File: config.mk
export PLATFORM = sky130hd
export DESIGN_NAME = spm_page_writer
export DESIGN_NICKNAME = d
export VERILOG_FILES = /design/src/rtl/lattuino_spm_pkg.sv /design/src/rtl/spm_page_buf.sv /design/src/rtl/spm_page_writer.sv
export SDC_FILE = /design/constraint.sdc
export NUM_CORES = 1
export LEC_CHECK = 0
export CAP_MARGIN = 20
export CORE_ASPECT_RATIO = 1.4
export CORE_UTILIZATION = 35
export DETAILED_ROUTE_END_ITERATION = 7
export HOLD_SLACK_MARGIN = 0.05
export SYNTH_ARGS = -nofsm -noshare
export SYNTH_HDL_FRONTEND = slang
export SYNTH_SLANG_ARGS = --single-unit
File: constraint.sdc
create_clock -name clk_i -period 3.5 [get_ports clk_i]
set_clock_uncertainty 0.05 [all_clocks]
set_input_delay 0.525 -clock clk_i [delete_from_list [all_inputs] [get_ports clk_i]]
set_output_delay 0.525 -clock clk_i [all_outputs]
set_load 0.01 [all_outputs]
File: src/rtl/lattuino_spm_pkg.sv
// Shared definitions for the Lattuino SPM page writer: command codes and FSM states.
package lattuino_spm_pkg;

  localparam logic [1:0] CMD_FILL  = 2'b00;
  localparam logic [1:0] CMD_ERASE = 2'b01;
  localparam logic [1:0] CMD_WRITE = 2'b10;
  localparam logic [1:0] CMD_RSVD  = 2'b11;

  typedef enum logic [2:0] {
    S_IDLE,
    S_ERASE,
    S_PRIME,
    S_WRITE,
    S_DONE
  } spm_state_t;

endpackage

File: src/rtl/spm_page_buf.sv
// One-page word buffer: single write port, registered read port (BRAM/LUTRAM friendly).
module spm_page_buf #(
  parameter int unsigned WORD_SIZE = 16,
  parameter int unsigned PAGE_W    = 6
) (
  input  logic                 clk_i,
  input  logic                 we_i,
  input  logic [PAGE_W-1:0]    wr_addr_i,
  input  logic [WORD_SIZE-1:0] wr_data_i,
  input  logic [PAGE_W-1:0]    rd_addr_i,
  output logic [WORD_SIZE-1:0] rd_data_o
);

  logic [WORD_SIZE-1:0] mem_q [2**PAGE_W];
  logic [WORD_SIZE-1:0] rd_data_q;

  always_ff @(posedge clk_i) begin
    if (we_i) begin
      mem_q[wr_addr_i] <= wr_data_i;
    end
    rd_data_q <= mem_q[rd_addr_i];
  end

  assign rd_data_o = rd_data_q;

endmodule

File: src/rtl/spm_page_writer.sv
// SPM controller: collects fills into a page buffer, then erases/programs a whole page.
// Optional boot-region write protection is enabled with `define BOOT_LOCK_EN.
module spm_page_writer
  import lattuino_spm_pkg::*;
#(
  parameter int unsigned WORD_SIZE  = 16,
  parameter int unsigned ADDR_W     = 13,
  parameter int unsigned PAGE_W     = 6,
  parameter int unsigned BOOT_START = 1720
) (
  input  logic                 clk_i,
  input  logic                 rst_ni,
  input  logic                 spm_i,
  input  logic [1:0]           cmd_i,
  input  logic [ADDR_W-1:0]    addr_i,
  input  logic [WORD_SIZE-1:0] data_i,
  output logic                 busy_o,
  output logic                 done_o,
  output logic                 denied_o,
  output logic                 pm_sel_o,
  output logic [ADDR_W-1:0]    pm_addr_o,
  output logic [WORD_SIZE-1:0] pm_data_o,
  output logic                 pm_we_o
);

  localparam int unsigned DEPTH = 2**PAGE_W;
  localparam int unsigned PG_W  = ADDR_W - PAGE_W;

  spm_state_t          state_q, state_d;
  logic [PAGE_W-1:0]   cnt_q, cnt_d;
  logic [PG_W-1:0]     page_q, page_d;
  logic [DEPTH-1:0]    valid_q, valid_d;
  logic                buf_we;
  logic [PAGE_W-1:0]   buf_rd_addr;
  logic [WORD_SIZE-1:0] buf_rd_data;
  logic                last_beat;
  logic                locked;

  assign last_beat = (cnt_q == '1);

`ifdef BOOT_LOCK_EN
  logic denied_q, denied_d;

  // A page is protected if its last word reaches into the bootloader region.
  assign locked = ({addr_i[ADDR_W-1:PAGE_W], {PAGE_W{1'b1}}} >= ADDR_W'(BOOT_START));

  always_comb begin
    denied_d = denied_q;
    if (state_q == S_IDLE && spm_i && (cmd_i == CMD_ERASE || cmd_i == CMD_WRITE)) begin
      denied_d = locked;
    end else if (state_q == S_DONE) begin
      denied_d = 1'b0;
    end
  end

  always_ff @(posedge clk_i) begin
    if (!rst_ni) denied_q <= 1'b0;
    else         denied_q <= denied_d;
  end

  assign denied_o = denied_q && (state_q == S_DONE);
`else
  assign locked   = 1'b0;
  assign denied_o = 1'b0;
`endif

  spm_page_buf #(
    .WORD_SIZE(WORD_SIZE),
    .PAGE_W   (PAGE_W)
  ) u_buf (
    .clk_i    (clk_i),
    .we_i     (buf_we),
    .wr_addr_i(addr_i[PAGE_W-1:0]),
    .wr_data_i(data_i),
    .rd_addr_i(buf_rd_addr),
    .rd_data_o(buf_rd_data)
  );

  always_ff @(posedge clk_i) begin
    if (!rst_ni) begin
      state_q <= S_IDLE;
      cnt_q   <= '0;
      page_q  <= '0;
      valid_q <= '0;
    end else begin
      state_q <= state_d;
      cnt_q   <= cnt_d;
      page_q  <= page_d;
      valid_q <= valid_d;
    end
  end

  always_comb begin
    state_d     = state_q;
    cnt_d       = cnt_q;
    page_d      = page_q;
    valid_d     = valid_q;
    buf_we      = 1'b0;
    buf_rd_addr = cnt_q;
    busy_o      = 1'b0;
    done_o      = 1'b0;
    pm_sel_o    = 1'b0;
    pm_we_o     = 1'b0;
    pm_addr_o   = '0;
    pm_data_o   = '0;

    unique case (state_q)
      S_IDLE: begin
        if (spm_i) begin
          unique case (cmd_i)
            CMD_FILL: begin
              buf_we = 1'b1;
              valid_d[addr_i[PAGE_W-1:0]] = 1'b1;
            end
            CMD_ERASE: begin
              page_d  = addr_i[ADDR_W-1:PAGE_W];
              cnt_d   = '0;
              state_d = locked ? S_DONE : S_ERASE;
            end
            CMD_WRITE: begin
              page_d  = addr_i[ADDR_W-1:PAGE_W];
              cnt_d   = '0;
              state_d = locked ? S_DONE : S_PRIME;
              if (locked) valid_d = '0;
            end
            default: ;
          endcase
        end
      end

      S_ERASE: begin
        busy_o    = 1'b1;
        pm_sel_o  = 1'b1;
        pm_we_o   = 1'b1;
        pm_addr_o = {page_q, cnt_q};
        pm_data_o = '1;
        cnt_d     = cnt_q + 1'b1;
        if (last_beat) state_d = S_DONE;
      end

      S_PRIME: begin
        busy_o    = 1'b1;
        pm_sel_o  = 1'b1;
        pm_addr_o = {page_q, cnt_q};
        state_d   = S_WRITE;
      end

      S_WRITE: begin
        busy_o      = 1'b1;
        pm_sel_o    = 1'b1;
        pm_we_o     = 1'b1;
        pm_addr_o   = {page_q, cnt_q};
        pm_data_o   = valid_q[cnt_q] ? buf_rd_data : '1;
        // Read one word ahead so the registered buffer output lines up with cnt.
        buf_rd_addr = cnt_q + 1'b1;
        cnt_d       = cnt_q + 1'b1;
        if (last_beat) begin
          valid_d = '0;
          state_d = S_DONE;
        end
      end

      S_DONE: begin
        busy_o    = 1'b1;
        pm_sel_o  = 1'b1;
        done_o    = 1'b1;
        pm_addr_o = {page_q, cnt_q};
        state_d   = S_IDLE;
      end

      default: state_d = S_IDLE;
    endcase
  end

endmodule
==> results_dict.tcl <==
set metrics [dict create \
    start_kind "flip-flop" \
    antenna_found_initial 13 \
    r2r_cells 14 \
    path_class "flip-flop to output pin" \
    wire_per_inst_um 29.42 \
    worstHoldPathCells 1 \
    whs_ns 0.2156 \
    cts_sinks 1120 \
    violations "negative setup slack" \
    dieArea_um2 148200 \
    hold_class "input port to flip-flop" \
    p_leak_nw 18.78 \
    final_common_cell "edfxtp_1" \
    synth_edf_count 1024 \
    setup_viol 16 \
    ys.flop_type "edfxtp_1" \
    powerDensity_nw_per_um2 494.4 \
    finalWeightedCongestion 0.8514 \
    fp.dieH_um 455.1 \
    avgSynthCellArea_um2 17.26 \
    ctsHtreeMaxLevel 3 \
    critPathMaxFanout 8 \
    drt_wl_total_um 155200 \
    ys_seq_area_share_pct 63.66 \
    cap_violations 0 \
    clockBufferDepth 3 \
    place_ws_ns -0.09762 \
    fin_util_pct 41.49 \
    hpwl_um 102300 \
    finalCriticalPeriod_ns 3.771 \
    clkSlewWorstSetupHoldPaths_ns 0.06 \
    tightest_slew_ns 1.088 \
    status "complete, but fails checks" \
    multi_input_area_um2 17590 \
    cp_num_buf_inv 3 \
    ys_seq_elements 1120 \
    drtAntennaViolNets 0 \
    slowest_delay_ns 0.51 \
    cp.depth 8 \
    r2r_slack_ns 0.15 \
    required_ns 2.92 \
    slew_headroom_pct 27.48 \
    syn-num-nets 3011 \
    worstPathArrival_ns 3.20 \
    grt_pass1_wl_um 222600 \
    nets 3298 \
    core-area_um2 144900 \
    synth_cell_types 70 \
    drt_iter0_drc 3099 \
    dr.pass1.iters 5 \
    tritoncts "yes" \
    postCtsHoldBufs 0 \
    clock_latency_ns 0.72 \
    endpoint_kind "output pin" \
    worst_ir_drop_vdd_uv 389.4 \
    synth-async-reset-ratio_pct 0 \
    grt_pass1_vias 31506 \
    drc_errors 0 \
    cts_buffers 105 \
    drv_slew 0 \
    syn_inst 2973 \
    fmax_mhz 265.2 \
    synth-warning-count 0 \
    cp_top_family "multiplexers" \
    ios 68 \
    portBuffers 66 \
    rsz0062_at_grt "true" \
    totalNegativeSetupSlack_ns -3.707 \
    fin_crit_sh_pct 107.7 \
    syn_area_um2 51320 \
    finalHoldViolCount 0 \
    p_total_mw 29.73 \
    drive_gt1_share_pct 32.93 \
    ff_latch_area_um2 32680 \
    viasPerCell 5.882 \
    cts-root-buf "clkbuf_16" \
    final_cell_mix "edfxtp_1 (1024), mux4_2 (490), buf_4 (305)" \
    area_delta_synth_final_pct 17.16 \
    die_w_um 325.6 \
    num_rows 165 \
    crit_chain "mux4_2 > mux4_2 > o2111a_2 > nor4_4 > buf_12 > buf_16 > a21o_1 > buf_2" \
    track_usage_pct 20.81 \
    grt_max_degree 79 \
    fill_cells 12879 \
    finalWorstSetupSlack_ns -0.2712 \
    grt_overflow 0 \
    crit_slowest_cell "mux4_2" \
    vias 31030 \
    initial_utilization_pct 35.41 \
    worst_path_most_repeated_cell "mux4_2" \
]
[stage by stage]
step / instances / area [um^2]
3_3_place_gp: 5063 / 56350
4_1_cts: 5270 / 60050
2_1_floorplan: 2973 / 51320
5_1_grt: 5272 / 60130
3_5_place_dp: 5064 / 56380
6_report: 5275 / 60130
[registers in the layout, summed over array words and instances, names as in the netlist]
register	flops
u_buf.mem_q	1024
page_q	7
u_buf.rd_data_o	16
valid_q	64
state_q	3
cnt_q	6
[report_power, final]
part           switching (mW)  internal [mW]  total (mW)
combinational            1.72           1.50        3.22
clock                    5.05           6.78        11.8
sequential             0.0510           14.6        14.7
total                    6.82           22.9        29.7
[routing by layer]
| metal | vias to the layer above | wire length (um) | global-route usage [%] | share of wire, % |
|---|---|---|---|---|
| met5 | - | 78 | 0 | 0.050 |
| met4 | 12 | 6850 | 9.302 | 4.4 |
| met3 | 274 | 10150 | 3.204 | 6.5 |
| met2 | 1326 | 79730 | 36.45 | 51 |
| met1 | 16438 | 58370 | 25.35 | 38 |
| li1 | 12980 | - | - | - |
[cells in the mapped netlist (all sizes together), types with 7 or more instances]
cell,instances,area [um^2]
nor4,15,108.9
a22o,17,148.9
edfxtp,1024,30750
a21o,18,141.4
o22ai,19,118.9
inv,7,26.28
mux2i,28,280.3
o221ai,49,429.2
a311o,12,120.1
nor2,166,623.1
a21boi,9,67.56
nand3,24,120.1
and2,19,118.9
xnor2,7,61.31
clkbuf,112,420.4
nor3,36,180.2
dfxtp,96,1922
a211oi,16,120.1
o21ai,8,40.03
mux4,491,11070
a221oi,61,534.3
buf,133,837.1
a22oi,39,292.8
a221o,13,130.1
nand2,278,1044
a21oi,194,974.7
o31ai,13,97.59
[repair_timing]
action | in CTS | in global routing
cloned | 1 | 1
setup endpoints to repair | 22 | 28
pin swaps | 2 | 2
gates resized for setup | 89 | 12
setup buffers | 8 | 1
[final cells by class]
class	instances	share of cell area [%]
clock inverter	60	1.011
inverter	8	0.05410
clock buffer	137	4.877
tap	1920	3.995
timing repair buffer	425	6.446
multi-input combinational	1600	29.25
antenna	5	0.02081
sequential	1120	54.34
[cell families (layout without fill, tap and decap cells)]
group | count (synthesis) | after routing | synth area share [%]
other | 1 | 6 | 0.007306
muxes | 519 | 519 | 22.11
buffers and inverters | 253 | 630 | 2.509
DFF | 1120 | 1120 | 63.66
and+or+nand+nor | 576 | 576 | 4.810
AOI/OAI and AO/OA | 493 | 493 | 6.687
xor gates and xnor gates | 7 | 7 | 0.1195
adders and majority gates | 4 | 4 | 0.09752
[path summary, 6_finish.rpt]
kind                     startpoint                       endpoint
max           cnt_q[1]$_SDFFE_PN0P_                   pm_data_o[4]
min                      data_i[14]  u_buf.mem_q[54][14]$_DFFE_PP_
max reg2reg   cnt_q[1]$_SDFFE_PN0P_    u_buf.rd_data_o[15]$_DFF_P_
min reg2reg  page_q[6]$_SDFFE_PN0P_         page_q[6]$_SDFFE_PN0P_
No activity file was read; power rests on OpenSTA's default activity.
